<file path="config.mk">
export PLATFORM = sky130hd
export DESIGN_NAME = berger_zero_encoder_fifo
export DESIGN_NICKNAME = d
export VERILOG_FILES = /design/src/rtl/berger_zero_pkg.sv /design/src/rtl/berger_zero_encoder.sv /design/src/rtl/berger_zero_encoder_fifo.sv
export SDC_FILE = /design/constraint.sdc
export NUM_CORES = 1
export LEC_CHECK = 0
export ABC_AREA = 1
export CAP_MARGIN = 15
export CORE_ASPECT_RATIO = 1.5
export CORE_MARGIN = 2
export CORE_UTILIZATION = 58
export CTS_CLUSTER_SIZE = 8
export DETAILED_ROUTE_END_ITERATION = 10
export GPL_TIMING_DRIVEN = 1
export PLACE_DENSITY = 0.95
export REMOVE_ABC_BUFFERS = 1
export SLEW_MARGIN = 10
export SYNTH_ARGS = -nofsm -noshare
export SYNTH_HDL_FRONTEND = slang
export SYNTH_SLANG_ARGS = --single-unit
</file>
<file path="constraint.sdc">
create_clock -name clk -period 2.95 [get_ports clk]
set_input_delay 0.4425 -clock clk [delete_from_list [all_inputs] [get_ports clk]]
set_output_delay 0.4425 -clock clk [all_outputs]
set_load 0.01 [all_outputs]
</file>
<file path="src/rtl/berger_zero_pkg.sv">
// Shared codeword definitions for the berger_zero encoder and decoder:
// widths, data-to-codeword bit placement and the Hamming parity equations.
package berger_zero_pkg;

  localparam int unsigned DATA_W = 8;
  localparam int unsigned CODE_W = 12;

  typedef logic [DATA_W-1:0] data_t;
  typedef logic [CODE_W-1:0] code_t;

  // Codeword index holding data bit i; indices 0, 1, 3 and 7 carry parity.
  localparam int unsigned DATA_POS [DATA_W] = '{2, 4, 5, 6, 8, 9, 10, 11};

  // Parity bits packed as {c7, c3, c1, c0}.
  function automatic logic [3:0] parity_bits(data_t d);
    logic [3:0] p;
    p[0] = d[0] ^ d[1] ^ d[3] ^ d[4] ^ d[6];
    p[1] = d[0] ^ d[2] ^ d[3] ^ d[5] ^ d[6];
    p[2] = d[1] ^ d[2] ^ d[3] ^ d[7];
    p[3] = d[4] ^ d[5] ^ d[6] ^ d[7];
    return p;
  endfunction

  function automatic code_t encode(data_t d);
    code_t      c;
    logic [3:0] p;
    c = '0;
    for (int i = 0; i < DATA_W; i++) begin
      c[DATA_POS[i]] = d[i];
    end
    p    = parity_bits(d);
    c[0] = p[0];
    c[1] = p[1];
    c[3] = p[2];
    c[7] = p[3];
    return c;
  endfunction

endpackage

</file>
<file path="src/rtl/berger_zero_encoder.sv">
// Combinational 8-bit data to 12-bit Hamming codeword encoder.
module berger_zero_encoder
  import berger_zero_pkg::*;
(
  input  logic [DATA_W-1:0] i_data,
  output logic [CODE_W-1:0] o_code
);

  // Pure table/equation mapping from the shared package.
  always_comb begin
    o_code = encode(i_data);
  end

endmodule

</file>
<file path="src/rtl/berger_zero_encoder_fifo.sv">
// Encodes accepted bytes into 12-bit codewords (with optional test error
// injection) and buffers them in a DEPTH-entry FIFO for a downstream consumer.
module berger_zero_encoder_fifo
  import berger_zero_pkg::*;
#(
  parameter int unsigned DEPTH = 4
) (
  input  logic                     clk,
  input  logic                     rst,
  input  logic                     in_valid,
  output logic                     in_ready,
  input  logic [DATA_W-1:0]        in_data,
  input  logic                     inj_en,
  input  logic [CODE_W-1:0]        inj_mask,
  output logic                     out_valid,
  input  logic                     out_ready,
  output logic [CODE_W-1:0]        out_code,
  output logic                     out_injected,
  output logic [$clog2(DEPTH):0]   level,
  output logic [7:0]               inj_count
);

  localparam int unsigned AW = $clog2(DEPTH);
  localparam int unsigned LW = AW + 1;

  logic [AW-1:0]    r_wr_ptr;
  logic [AW-1:0]    r_rd_ptr;
  logic [LW-1:0]    r_level;
  logic [7:0]       r_inj_count;
  code_t            r_mem [DEPTH];
  logic [DEPTH-1:0] r_inj_mem;

  code_t w_code;
  code_t w_store;
  logic  w_push;
  logic  w_pop;

  berger_zero_encoder u_encoder (
    .i_data (in_data),
    .o_code (w_code)
  );

  // Handshakes derive from registered occupancy only, so a pop never frees a
  // slot for a push in the same cycle.
  assign in_ready  = (r_level < LW'(DEPTH));
  assign out_valid = (r_level != '0);
  assign w_push    = in_valid && in_ready;
  assign w_pop     = out_valid && out_ready;
  assign w_store   = w_code ^ (inj_en ? inj_mask : '0);
  assign level     = r_level;
  assign inj_count = r_inj_count;

  // Pointer, occupancy and injection-counter state; reset wins over traffic.
  always_ff @(posedge clk) begin
    if (rst) begin
      r_wr_ptr    <= '0;
      r_rd_ptr    <= '0;
      r_level     <= '0;
      r_inj_count <= '0;
    end else begin
      if (w_push) begin
        r_wr_ptr <= r_wr_ptr + 1'b1;
      end
      if (w_pop) begin
        r_rd_ptr <= r_rd_ptr + 1'b1;
      end
      unique case ({w_push, w_pop})
        2'b10:   r_level <= r_level + 1'b1;
        2'b01:   r_level <= r_level - 1'b1;
        default: r_level <= r_level;
      endcase
      if (w_push && inj_en && (r_inj_count != 8'hFF)) begin
        r_inj_count <= r_inj_count + 1'b1;
      end
    end
  end

  // Entry storage; contents are not cleared by reset since level gates them.
  always_ff @(posedge clk) begin
    if (w_push && !rst) begin
      r_mem[r_wr_ptr]     <= w_store;
      r_inj_mem[r_wr_ptr] <= inj_en;
    end
  end

  // Head of FIFO, forced to zero when nothing is valid.
  always_comb begin
    out_code     = '0;
    out_injected = 1'b0;
    if (out_valid) begin
      out_code     = r_mem[r_rd_ptr];
      out_injected = r_inj_mem[r_rd_ptr];
    end
  end

endmodule
</file>
==> metrics.yaml, run 1 <==
ctsResizeCount: 0
antenna_found_initial: 0
worstMarginPinSlew_ns: 0.608
setup_viol: 0
synth_seq_cells: 69
finalWorstSetupSlack_ns: 0.0974
cp-start-kind: "flip-flop"
grt_pass1_wl_um: 12500
synthesis.instances: 346
path_clk_slew_ns: 0.07
yosysTopAreaCell: "edfxtp_1"
r2r_start: "level[0]"
arrival_ns: 2.41
critPathTopFamily: "buffers and inverters"
gp_congestion: 0.779
core_region_area_um2: 5450
hold_end: "level[1]"
cap_violations: 0
area_growth_pct: 25.5
dieArea_um2: 6280
dp_cells: 466
ir_worst_vdd_v: 0.000568
synth_edf_count: 52
cts_setup_buffers: 0
grt_pass1_vias: 2624
r2r_end: "level[2]"
worstPathCellList: "inv_1 > nor2_1 > o21ai_0 > a21oi_1 > clkdlybuf4s50_1"
drt.antenna.violating_nets: 0
post-place-ws_ns: 0.506
path_buf_inv: 2
wl_per_cell_um: 16.3
setup_tns_ns: 0
finalWirelength_um: 7880
ys.warnings.count: 0
start_util: 0.601
fin_cells: 482
yosysSeqAreaShare: 0.581
rows: 33
drive_gt1_frac: 0.0777
outcome: "finished clean"
clkLatencyLatePin_ns: 0.34
crit_slowest_cell: "clkdlybuf4s50_1"
min-delay-start: "level[1]"
drcViolationCount: 0
period_share: 0.967
synthArstFlopShare: 0
syn_avg_cell_area_um2: 9.47
cts_max_level: 3
port_buffers: 50
grtUsageTotal: 0.273
pwr_density_cell_nw_per_um2: 767
max_freq_ghz: 0.351
rsz0062_at_grt: "false"
relSlewSlack: 0.593
cp_max_fo: 13
grt_overflow_total: 0
synth_top_area_frac: 0.477
slew_violations: 0
diodes: 0
min_path_type: "flip-flop to flip-flop"
utilization: 0.754
worstRegToRegCells: 11
num_vias: 2615
io_pins: 51
leakagePower_uw: 0.00156
skew_ns: 0.00562
hold_violations: 0
cts_inserted_buffers: 9
vias_per_cell: 5.43
cts_tree: "built"
required_ns: 2.51
hold_buffers: 0
critPathCaptureType: "output pin"
cts_root_buffer: "clkbuf_8"
hpwl_um: 5480
synth_cell_types: 26
fin_nets: 439
worstSetupPathType: "flip-flop to output pin"
cts.sinks: 69
clockBufferDepth: 2
synth_area_leaders: "edfxtp_1 (48%), dfxtp_1 (10%), nor2_1 (8.3%), nand2_1 (6.1%), o21ai_0 (5.0%)"
drt_pass1_iterations: 4
die_h_um: 96.0
fp.dieW_um: 65.4
grt_max_degree: 25
synthFlopType: "edfxtp_1"
ff2ff_setup_slack_ns: 0.90
drtIter0Drc: 170
min_path_cells: 2
syn_area_um2: 3280
min_period_ns: 2.85
cpPeakStageDelay_ns: 0.62
-- synth_stat cells, types with 6 or more instances --
library cell and number:
nor2_1 72, nand2_1 53, edfxtp_1 52, o21ai_0 33, inv_1 32, a21oi_1 25, dfxtp_1 17, xnor2_1 13
xor2_1 8, nand3_1 7, ha_1 6
-- state kept, by name, summed over array words and instances, names as in the netlist, named ones only --
| signal | cells |
|---|---|
| inj_count | 8 |
| level | 3 |
| r_inj_mem | 4 |
| r_mem | 48 |
| r_rd_ptr | 2 |
| r_wr_ptr | 2 |
-- worst register-to-register path, cell delays in order (launching register included) --
cell and delay (ns):
dfxtp_1 0.33, inv_1 0.09, nand3_1 0.15, nand2_1 0.14, inv_1 0.11, ha_1 0.14, inv_1 0.07, fa_1 0.39
o21ai_0 0.30, nand2_1 0.11, nand2_1 0.08, nor2_1 0.04
-- cells by family (layout without fill, tap and decap cells) --
| group | Yosys count | count (layout) | synth area share |
|---|---|---|---|
| xor+xnor | 21 | 21 | 0.0562 |
| compound gates | 60 | 60 | 0.0917 |
| fa+ha+maj | 7 | 7 | 0.0290 |
| simple gates | 145 | 145 | 0.187 |
| flops | 69 | 69 | 0.581 |
| buf+inv | 44 | 110 | 0.0554 |
-- metrics by stage --
stage	area [um^2]	power [uW]	hold WS, ns
2_1_floorplan	3230	1740	0.479
6_report	4110	3150	0.529
3_3_place_gp	3880	2200	0.486
3_5_place_dp	3880	2260	0.515
5_1_grt	4110	3310	0.544
4_1_cts	4110	3150	0.527
-- final cells by class --
class,instances,area (um^2)
Clock inverter,5,98.8
Sequential cell,69,1900
Fill cell,381,1340
Clock buffer,11,131
Multi-Input combinational cell,233,1190
Tap cell,70,87.6
Inverter,35,131
Timing Repair Buffer,59,568
-- worst max-delay path by stage --
stage | startpoint | end | slack, ns | cells after the start
global route | flip-flop | out_code[3] | 0.01 | 5
floorplan | level[2] | level[2] | 1.10 | 11
detailed placement | flip-flop | out_code[11] | 0.51 | 5
CTS | flip-flop | out_code[11] | 0.10 | 5
finish | flip-flop | out_code[11] | 0.1 | 5
global placement | flip-flop | out_code[7] | 0.66 | 5
-- cells in the final DEF (no fill, tap or decap), types with 3 or more instances in the layout --
| cell type | n |
|---|---|
| nand2_1 | 53 |
| edfxtp_1 | 52 |
| nand3b_1 | 3 |
| nor2_1 | 72 |
| inv_1 | 32 |
| ha_1 | 6 |
| bufinv_16 | 3 |
| o21ai_0 | 33 |
| a21oi_1 | 25 |
| buf_4 | 9 |
| inv_2 | 3 |
| clkdlybuf4s50_1 | 50 |
| dfxtp_1 | 17 |
| clkbuf_8 | 9 |
| xor2_1 | 8 |
| xnor2_1 | 13 |
| nand3_1 | 7 |
-- routing by layer --
layer | up-vias | GRT usage | routed length [um]
met3 | 15 | 0.0515 | 405
met5 | - | 0 | 0
met4 | 0 | 0.132 | 158
met2 | 100 | 0.506 | 4360
met1 | 1249 | 0.295 | 2950
li1 | 1251 | - | -
-- report_power, final --
group	total (uW)	internal (uW)	switching (uW)
Sequential	1220	1150	68.6
Combinational	1040	462	578
Clock	896	558	338
Total	3150	2170	985
Note: power is estimated with default switching activity, not from simulation.
==> run 2: changes to the inputs <==
--- a/config.mk
+++ b/config.mk
@@ -13,7 +13,7 @@
 export CTS_CLUSTER_SIZE = 8
 export DETAILED_ROUTE_END_ITERATION = 10
 export GPL_TIMING_DRIVEN = 1
-export PLACE_DENSITY = 0.95
+export PLACE_DENSITY_LB_ADDON = 0.12
 export REMOVE_ABC_BUFFERS = 1
 export SLEW_MARGIN = 10
 export SYNTH_ARGS = -nofsm -noshare
==> run 2 against run 1 <==
Compared with the run above:
- wire length fell by 13%
- first-iteration DRC count did not move
- worst hold slack got worse by 0.023 ns
- largest power group unchanged
- sequential power barely moved
- sequential cell count did not move
- clock skew barely moved
- critical path type unchanged
==> metrics.yaml, run 2 (synthesis gave the netlist of run 1 again) <==
pwr_density_cell_nw_per_um2: 740  # was 767 nW/um^2
critPathCaptureType: "output pin"  # unchanged
cts.sinks: 69  # unchanged
required_ns: 2.51  # about the same
max_freq_ghz: 0.382  # was 0.351 GHz
grtUsageTotal: 0.240  # was 0.273
ctsResizeCount: 0  # unchanged
cts_root_buffer: "clkbuf_8"  # unchanged
layout_common_cells: "nor2_1 (72), nand2_1 (53), edfxtp_1 (52), clkdlybuf4s50_1 (50), o21ai_0 (33)"  # unchanged
drtIter0Drc: 170  # unchanged
antenna_found_initial: 0  # unchanged
hold_violations: 0  # unchanged
drt_pass1_iterations: 5  # was 4
cts_inserted_buffers: 9  # unchanged
cts_tree: "built"  # unchanged
fp.dieW_um: 65.4  # unchanged
clkLatencyLatePin_ns: 0.33  # was 0.34 ns
num_vias: 2498  # was 2615
cts_max_level: 3  # unchanged
worstMarginPinSlew_ns: 0.508  # was 0.608 ns
grt_max_degree: 25  # unchanged
holdWs_ns: 0.506  # was 0.529 ns
regMostFlops: "r_mem"  # unchanged
ir_worst_vdd_v: 0.000579  # was 0.000568 V
diodes: 0  # unchanged
min_period_ns: 2.62  # was 2.85 ns
grt_pass1_vias: 2436  # was 2624
leakagePower_uw: 0.00155  # was 0.00156 uW
path_clk_slew_ns: 0.07  # about the same
port_buffers: 50  # unchanged
arrival_ns: 2.17  # was 2.41 ns
finalWirelength_um: 6820  # was 7880 um
io_pins: 51  # unchanged
clockBufferDepth: 2  # unchanged
grt_pass1_wl_um: 11100  # was 12500 um
gp_congestion: 0.785  # was 0.779
drt.antenna.violating_nets: 0  # unchanged
relSlewSlack: 0.661  # was 0.593
die_h_um: 96.0  # unchanged
combPwrFrac: 0.336  # was 0.330
cap_violations: 0  # unchanged
area_growth_pct: 25.0  # was 25.5%
min_path_type: "flip-flop to flip-flop"  # unchanged
setup_tns_ns: 0  # unchanged
rows: 33  # unchanged
period_share: 0.887  # was 0.967
skew_ns: 0.00602  # was 0.00562 ns
outcome: "finished clean"  # unchanged
final_common_cell: "nor2_1"  # unchanged
setup_viol: 0  # unchanged
drive_gt1_frac: 0.0801  # was 0.0777
p_int_uw: 2080  # was 2170 uW
power_frac_seq: 0.397  # was 0.386
dieArea_um2: 6280  # unchanged
cp-start-kind: "flip-flop"  # unchanged
worstSetupPathType: "flip-flop to output pin"  # unchanged
p_clk_frac: 0.267  # was 0.284
cts_setup_buffers: 0  # unchanged
wl_per_cell_um: 14.1  # was 16.3 um
p_sw_frac: 0.314  # was 0.312
fin_nets: 439  # unchanged
slew_violations: 0  # unchanged
drcViolationCount: 0  # unchanged
core_region_area_um2: 5450  # unchanged
vias_per_cell: 5.18  # was 5.43
hold_buffers: 0  # unchanged
grt_overflow_total: 0  # unchanged
rsz0062_at_grt: "false"  # unchanged
p_switching_uw: 952  # was 985 uW
start_util: 0.601  # unchanged
largest_reg_flops: 48  # unchanged
hpwl_um: 4650  # was 5480 um
cp_max_fo: 13  # unchanged
==> run 2: changes by cell type in the layout (fill, tap and decap cells not counted) <==
cell and change:
clkinv_1 +1, clkinvlp_4 +1, clkbuf_1 -2, bufinv_16 -1, inv_6 +1
==> run 2: power groups by stage <==
stage          Clock, uW  Combinational [uW]  Sequential, uW
6_report             810                1020            1200
5_1_grt              858                1130            1210
4_1_cts              822                1030            1200
3_5_place_dp           0                1020            1220
3_3_place_gp           0                1000            1220
2_1_floorplan          0                 504            1230
==> run 2: worst paths after layout <==
check	startpoint	endpoint	slack [ns]	cells after the start
worst max register to register	level[2]	level[2]	1.04	12
worst min register to register	inj_count[3]	inj_count[3]	0.51	2
worst max-delay path	flip-flop	out_code[4]	0.33	6
worst min-delay path	inj_count[3]	inj_count[3]	0.51	2
==> run 2: final cells by class <==
type | instances | area, um^2
sequential | 69 | 1900
fill | 425 | 1360
multi-input combinational | 233 | 1190
timing repair buffer | 59 | 568
inverter | 35 | 131
clock buffer | 9 | 124
clock inverter | 7 | 88.8
tap | 70 | 87.6
==> run 2: critical path, stage by stage (launching register included) <==
cell             delay [ns]
dfxtp_1                0.62
buf_4                  0.24
nor2_1                 0.05
nor2_1                 0.09
o21ai_0                0.11
a21oi_1                0.18
clkdlybuf4s50_1        0.56
==> run 2: per-stage QoR <==
stage	instance area (um^2)	total power [uW]	utilization	std cells	setup WS [ns]
2_1_floorplan	3230	1740	-	337	1.10
3_3_place_gp	3880	2220	0.712	466	0.779
3_5_place_dp	3880	2240	0.712	466	0.667
4_1_cts	4090	3050	0.751	482	0.291
5_1_grt	4090	3200	0.751	482	0.158
6_report	4090	3030	0.751	482	0.334
==> run 2: metal layers <==
layer | global-route usage | up-vias | share of wire
met5 | 0 | - | 0
met3 | 0.0468 | 4 | 0.044
met2 | 0.459 | 62 | 0.55
met4 | 0.0903 | 0 | 0.0065
li1 | - | 1257 | -
met1 | 0.257 | 1175 | 0.39
